### src/rtl/data_router_ctrl.sv
// Address sequencer for the data router: walks the line buffer in block order,
// ping-pongs buffer banks per row-group and reports tile completion.
module data_router_ctrl #(
    parameter int POY   = 3,
    parameter int POX   = 16,
    parameter int KSIZE = 3,
    parameter int COLW  = 28,
    parameter int GRPW  = 8
) (
    input  logic            clk,
    input  logic            rst_n,
    input  logic            start,
    input  logic [COLW-1:0] cfg_ncol,
    input  logic [GRPW-1:0] cfg_ngrp,
    input  logic            cfg_dw,
    input  logic            buf_valid,
    input  logic            pe_ready,
    output logic [1:0]      bank,
    output logic [1:0]      row,
    output logic [COLW-1:0] col,
    output logic [1:0]      rpsel,
    output logic            dw_comp,
    output logic            addr_vld,
    output logic            blkend,
    output logic            busy,
    output logic            done
);

    // state | meaning
    // IDLE  | waiting for start; configuration may be latched
    // RUN   | walking addresses, stepping on each accepted address
    // FIN   | one-cycle done pulse, then back to IDLE

    if (KSIZE < 1 || KSIZE > 4 || POY < 1 || POX < 1 || GRPW < 2) begin : g_bad_cfg
        $error("data_router_ctrl: unsupported parameter set");
    end

    typedef enum logic [1:0] {IDLE, RUN, FIN} state_t;

    localparam logic [1:0] RP_LAST = 2'(KSIZE - 1);

    state_t          state, state_nxt;
    logic [COLW-1:0] col_nxt, ncol_last, ncol_last_nxt;
    logic [GRPW-1:0] grp, grp_nxt, ngrp_last, ngrp_last_nxt;
    logic [1:0]      rpsel_nxt, bank_nxt;
    logic            dw_nxt;
    logic            adv, last_rp, last_col, last_grp, tile_end;

    assign addr_vld = (state == RUN) & buf_valid;
    assign adv      = addr_vld & pe_ready;
    assign last_rp  = ~dw_comp | (rpsel == RP_LAST);
    assign last_col = (col == ncol_last);
    assign last_grp = (grp == ngrp_last);
    assign blkend   = adv & last_rp & last_col;
    assign tile_end = blkend & last_grp;

    assign busy = (state == RUN);
    assign done = (state == FIN);
    assign row  = grp[1:0];

    always_ff @(posedge clk or negedge rst_n) begin
        if (!rst_n) begin
            state     <= IDLE;
            col       <= '0;
            rpsel     <= '0;
            grp       <= '0;
            bank      <= '0;
            dw_comp   <= 1'b0;
            ncol_last <= '0;
            ngrp_last <= '0;
        end else begin
            state     <= state_nxt;
            col       <= col_nxt;
            rpsel     <= rpsel_nxt;
            grp       <= grp_nxt;
            bank      <= bank_nxt;
            dw_comp   <= dw_nxt;
            ncol_last <= ncol_last_nxt;
            ngrp_last <= ngrp_last_nxt;
        end
    end

    always_comb begin
        state_nxt     = state;
        col_nxt       = col;
        rpsel_nxt     = rpsel;
        grp_nxt       = grp;
        bank_nxt      = bank;
        dw_nxt        = dw_comp;
        ncol_last_nxt = ncol_last;
        ngrp_last_nxt = ngrp_last;

        case (state)
            IDLE: begin
                if (start) begin
                    state_nxt     = RUN;
                    col_nxt       = '0;
                    rpsel_nxt     = '0;
                    grp_nxt       = '0;
                    dw_nxt        = cfg_dw;
                    // A zero count means one step; store last index for the compare.
                    ncol_last_nxt = (cfg_ncol == '0) ? '0 : cfg_ncol - COLW'(1);
                    ngrp_last_nxt = (cfg_ngrp == '0) ? '0 : cfg_ngrp - GRPW'(1);
                end
            end
            RUN: begin
                if (adv) begin
                    if (!last_rp) begin
                        rpsel_nxt = rpsel + 2'd1;
                    end else begin
                        rpsel_nxt = '0;
                        if (!last_col) begin
                            col_nxt = col + COLW'(1);
                        end else begin
                            col_nxt  = '0;
                            grp_nxt  = grp + GRPW'(1);
                            bank_nxt = {1'b0, ~bank[0]};
                        end
                    end
                    if (tile_end) begin
                        state_nxt = FIN;
                        grp_nxt   = '0;
                    end
                end
            end
            FIN: begin
                state_nxt = IDLE;
            end
            default: begin
                state_nxt = IDLE;
            end
        endcase
    end

endmodule
### config.mk
export PLATFORM = sky130hd
export DESIGN_NAME = data_router_ctrl
export DESIGN_NICKNAME = d
export VERILOG_FILES = /design/src/rtl/data_router_ctrl.sv
export SDC_FILE = /design/constraint.sdc
export NUM_CORES = 1
export LEC_CHECK = 0
export CORE_MARGIN = 4
export CORE_UTILIZATION = 55
export CTS_BUF_LIST = sky130_fd_sc_hd__clkbuf_4
export DETAILED_ROUTE_END_ITERATION = 12
export PLACE_DENSITY = 0.84
export SLEW_MARGIN = 20
export SYNTH_ARGS = -nofsm -noshare
export SYNTH_HDL_FRONTEND = slang
export SYNTH_SLANG_ARGS = --single-unit
### constraint.sdc
create_clock -name clk -period 2.5 [get_ports clk]
set_clock_uncertainty 0.05 [all_clocks]
set_input_delay 0.75 -clock clk [delete_from_list [all_inputs] [get_ports clk]]
set_output_delay 0.75 -clock clk [all_outputs]
set_load 0.01 [all_outputs]
==> impl_results.md <==
* Top achievable clock speed at 353 MHz
* Drt first pass iters at 5
* Routed Antenna Nets at 0
* H-tree depth at 3
* Multi-input logic area at between 2000 and 3000 um2
* Syn Inst Count at between 400 and 500
* Post-Syn Nets at 543
* Mux contribution to synthesized area at 0.00247
* Dpl hpwl at 9670 um
* Crit Path Category: reg2out
* Req. time, crit path at ~1.7 ns
* CTS clk-pin slew, worst paths at 0.13 ns
* WL final at 14600 um
* Hold WS at ~0.26 ns
* Mean area per synthesized cell at 9.22 um2
* Critical-path maximum fanout at 2
* Worst path top cell family by delay: simple AND/OR/NAND/NOR gates
* Worst path max stage delay at a little over 0.4 ns
* Switch share at 0.285
* CTS max path bufs at 2
* Clock Sink Count at just under 80
* DIE WIDTH at approximately 99 um
* Yosys reg bits at 78
* EDFF count, synth at 0
* Fill cells at ~400
* Xor/xnor cell area share of the yosys netlist at 0.165
* Gr usage total at 0.291
* Drt drc at 0
* Final period utilization at 1.13
* Drt first-iter violations at 299
* Reg power frac at 0.437
* PD cells at ~500 nW/um2
* Commonest non-fill, non-tap cells in the layout: buf_4 (102), dfrtp_1 (77), nand2_1 (71), clkdlybuf4s50_1 (61), nor2_1 (43)
* Share of cells above drive strength 1 at 0.243
* Vias in the first global route at 4713
* Clock network power share at 0.318
* # rows at 32
* Synth Flop Type: dfrtp_1
* Crit path DAT at 2.03 ns
* MaxCap Viol Count at 0
* Crit path cell chain: xor2_1 > nor4_1 > buf_4 > and2_1 > nand3_1 > inv_1 > buf_2
* CP max-delay cell: dfrtp_1
* RSZ-0062 raised after global routing: true
* Main combinational cell family by area after synthesis: simple AND/OR/NAND/NOR gates
* Congestion Overflow GR at 0
* Compound-gate portion of the synthesized area at 0.102
* Status: finished, violations left
* Cell Area, Synth at 4560 um2
* I/O pin total at 81
* Failing checks: negative setup slack
* Comb pwr share at 0.245
* Max Transition Viols Final at 0
* Register cell area after layout at between 1500 and 2000 um2
* CORE AREA at 7890 um2
* Async set or reset register ratio after synthesis at 1.00
* Layout area overhead at 46.1%
* Wire length per cell at 18.5 um
* Final setup violation count at 25
* Post-synthesis sequential area ratio at 0.428
* GPL Wtd Cong at 0.872
* Port Buffer Count at 79
* Die extent in y at 99.1 um
* Worst slack, placed at -0.697 ns
* VDD IR-drop max at 0.000337 V
* Worst Max-Slew Pin Slew at 0.515 ns
* Yosys Warn Count at 0
* Slew HR at 0.653
* Worst Setup Start Kind: flop
* Vias per Instance at roughly 5.9
* Hold Buf Count CTS at 0
* Switching power at 0.000965 W
* Worst-skew pair later-pin latency at around 0.44 ns
* Leading cell type in the layout, fill and taps excluded: buf_4
* Min Tclk post-route at 2.83 ns
* First-pass GRT wire length at around 23000 um
* DR vias at around 4600
* TritonCTS clock tree: built
* Simple-Gate Fraction of Synth Area at 0.256
* Largest net degree at the start of global routing at 79
* Root Driver: clkbuf_4
* Pint at between 0.002 and 0.0025 W
* Initial antenna violation count at 0
* Worst hold path class: in2async
* Starting Density at 0.578
* Fin nets at 730
* Total CTS buffers at 9
* Ant. Diodes at 0
* P_leak at 3.08 nW
* Setup slack after layout at -0.329 ns
* Worst setup EP type: output pin
* CP bufs+invs at 3
* Post-Synth Adder-Cell Area at 0.0165
* Final hold vios at 0
* Netlist cell types at 54
* Die Area at a little under 10000 um2
logic make-up after synthesis:
| family | Yosys count |
|---|---|
| and+or+nand+nor | 223 |
| xor gates and xnor gates | 86 |
| DFF | 78 |
| AOI/OAI and AO/OA | 74 |
| buffers and inverters | 26 |
| adders and majority gates | 6 |
| other | 1 |
| muxes | 1 |
cell usage after synthesis (2+ instances only):
library cell,n,area (um2)
nor2b_1,7,43.8
nor2_1,44,165
o21ai_0,13,65.1
buf_6,2,22.5
nand3b_1,3,22.5
nor3_4,2,32.5
a21o_1,2,15.0
or3_1,5,31.3
a21oi_1,7,35.0
nand2b_1,2,12.5
o2bb2ai_1,3,26.3
nand4_1,15,93.8
or4_1,5,37.5
xnor2_1,44,385
xor2_1,42,368
and2_1,4,25.0
or4_4,2,22.5
nor4_1,14,87.6
nand3_1,15,75.1
o21ai_1,28,140
nand2_1,71,267
a22o_1,5,43.8
buf_4,5,37.5
ha_1,6,75.1
and3_1,5,31.3
o22ai_1,2,12.5
buf_2,2,10.0
and4_1,3,26.3
dfrtp_1,78,1950
nor3_1,14,70.1
inv_1,11,41.3
o31ai_1,6,45.0
nor3b_4,2,37.5
clkbuf_1,6,22.5
layout make-up:
| cell class | count | area share |
|---|---|---|
| multi-input combinational | 391 | 0.390 |
| sequential | 78 | 0.293 |
| timing repair buffer | 191 | 0.260 |
| clock inverter | 6 | 0.0201 |
| tap | 102 | 0.0191 |
| clock buffer | 10 | 0.0113 |
| inverter | 11 | 0.00619 |
metal layers:
metal  up-vias  GRT usage  part of all wire
met5         -          0                 0
met4         0      0.131             0.044
met3        63     0.0566             0.070
met2       236      0.529              0.52
met1      2224      0.328              0.37
li1       2102          -                 -
sequential cells by signal, summed over array words and instances, names as in the netlist:
register,cells
grp,8
ngrp_last,8
state,2
rpsel,2
dw_comp,1
col,28
bank,1
ncol_last,28
stage by stage:
step           cells  area (um2)  setup TNS, ns  utilization  total power, W
3_3_place_gp     757        6160         -23.76        0.781         0.00222
4_1_cts          788        6570         -0.353        0.833         0.00333
2_1_floorplan    495        4570              0            -         0.00181
5_1_grt          789        6670          -2.94        0.845         0.00352
6_report         789        6670          -1.66        0.845         0.00338
3_5_place_dp     757        6160         -28.04        0.781         0.00226
worst paths after layout:
check / start / endpoint / slack (ns) / cells after the start
worst max-delay path: ncol_last[7] / blkend / -0.33 / 7
worst min-delay path: rst_n / grp[4] / 0.26 / 2
worst max register to register: ncol_last[24] / grp[6] / 0.10 / 7
worst min register to register: bank[0] / bank[0] / 0.46 / 1
max in group asynchronous: rst_n / ncol_last[11] / 1.82 / 2
min in group clk: bank[0] / bank[0] / 0.46 / 1
power groups by stage:
| stage | clock, W | sequential, W | combinational [W] |
|---|---|---|---|
| detailed placement | 0 | 0.00149 | 0.000772 |
| global route | 0.00113 | 0.00149 | 0.000899 |
| global placement | 0 | 0.00148 | 0.000738 |
| finish | 0.00108 | 0.00148 | 0.000830 |
| CTS | 0.00108 | 0.00147 | 0.000789 |
| floorplan | 0 | 0.00151 | 0.000296 |
worst reg2reg max path, delay by kind of cell, from the launching register on:
kind | cells | cell delay [ns]
simple gates | 4 | 1.05
flops | 1 | 0.41
compound gates | 1 | 0.31
xor+xnor | 1 | 0.29
buf+inv | 1 | 0.19
what timing repair did:
item | 4_1_cts | 5_1_grt
cloned | 2 | 0
pin swaps | 12 | 9
gates resized for setup | 33 | 19
setup endpoints to repair | 28 | 20
setup buffers | 14 | 5
Power figures use the tool's default switching activity.
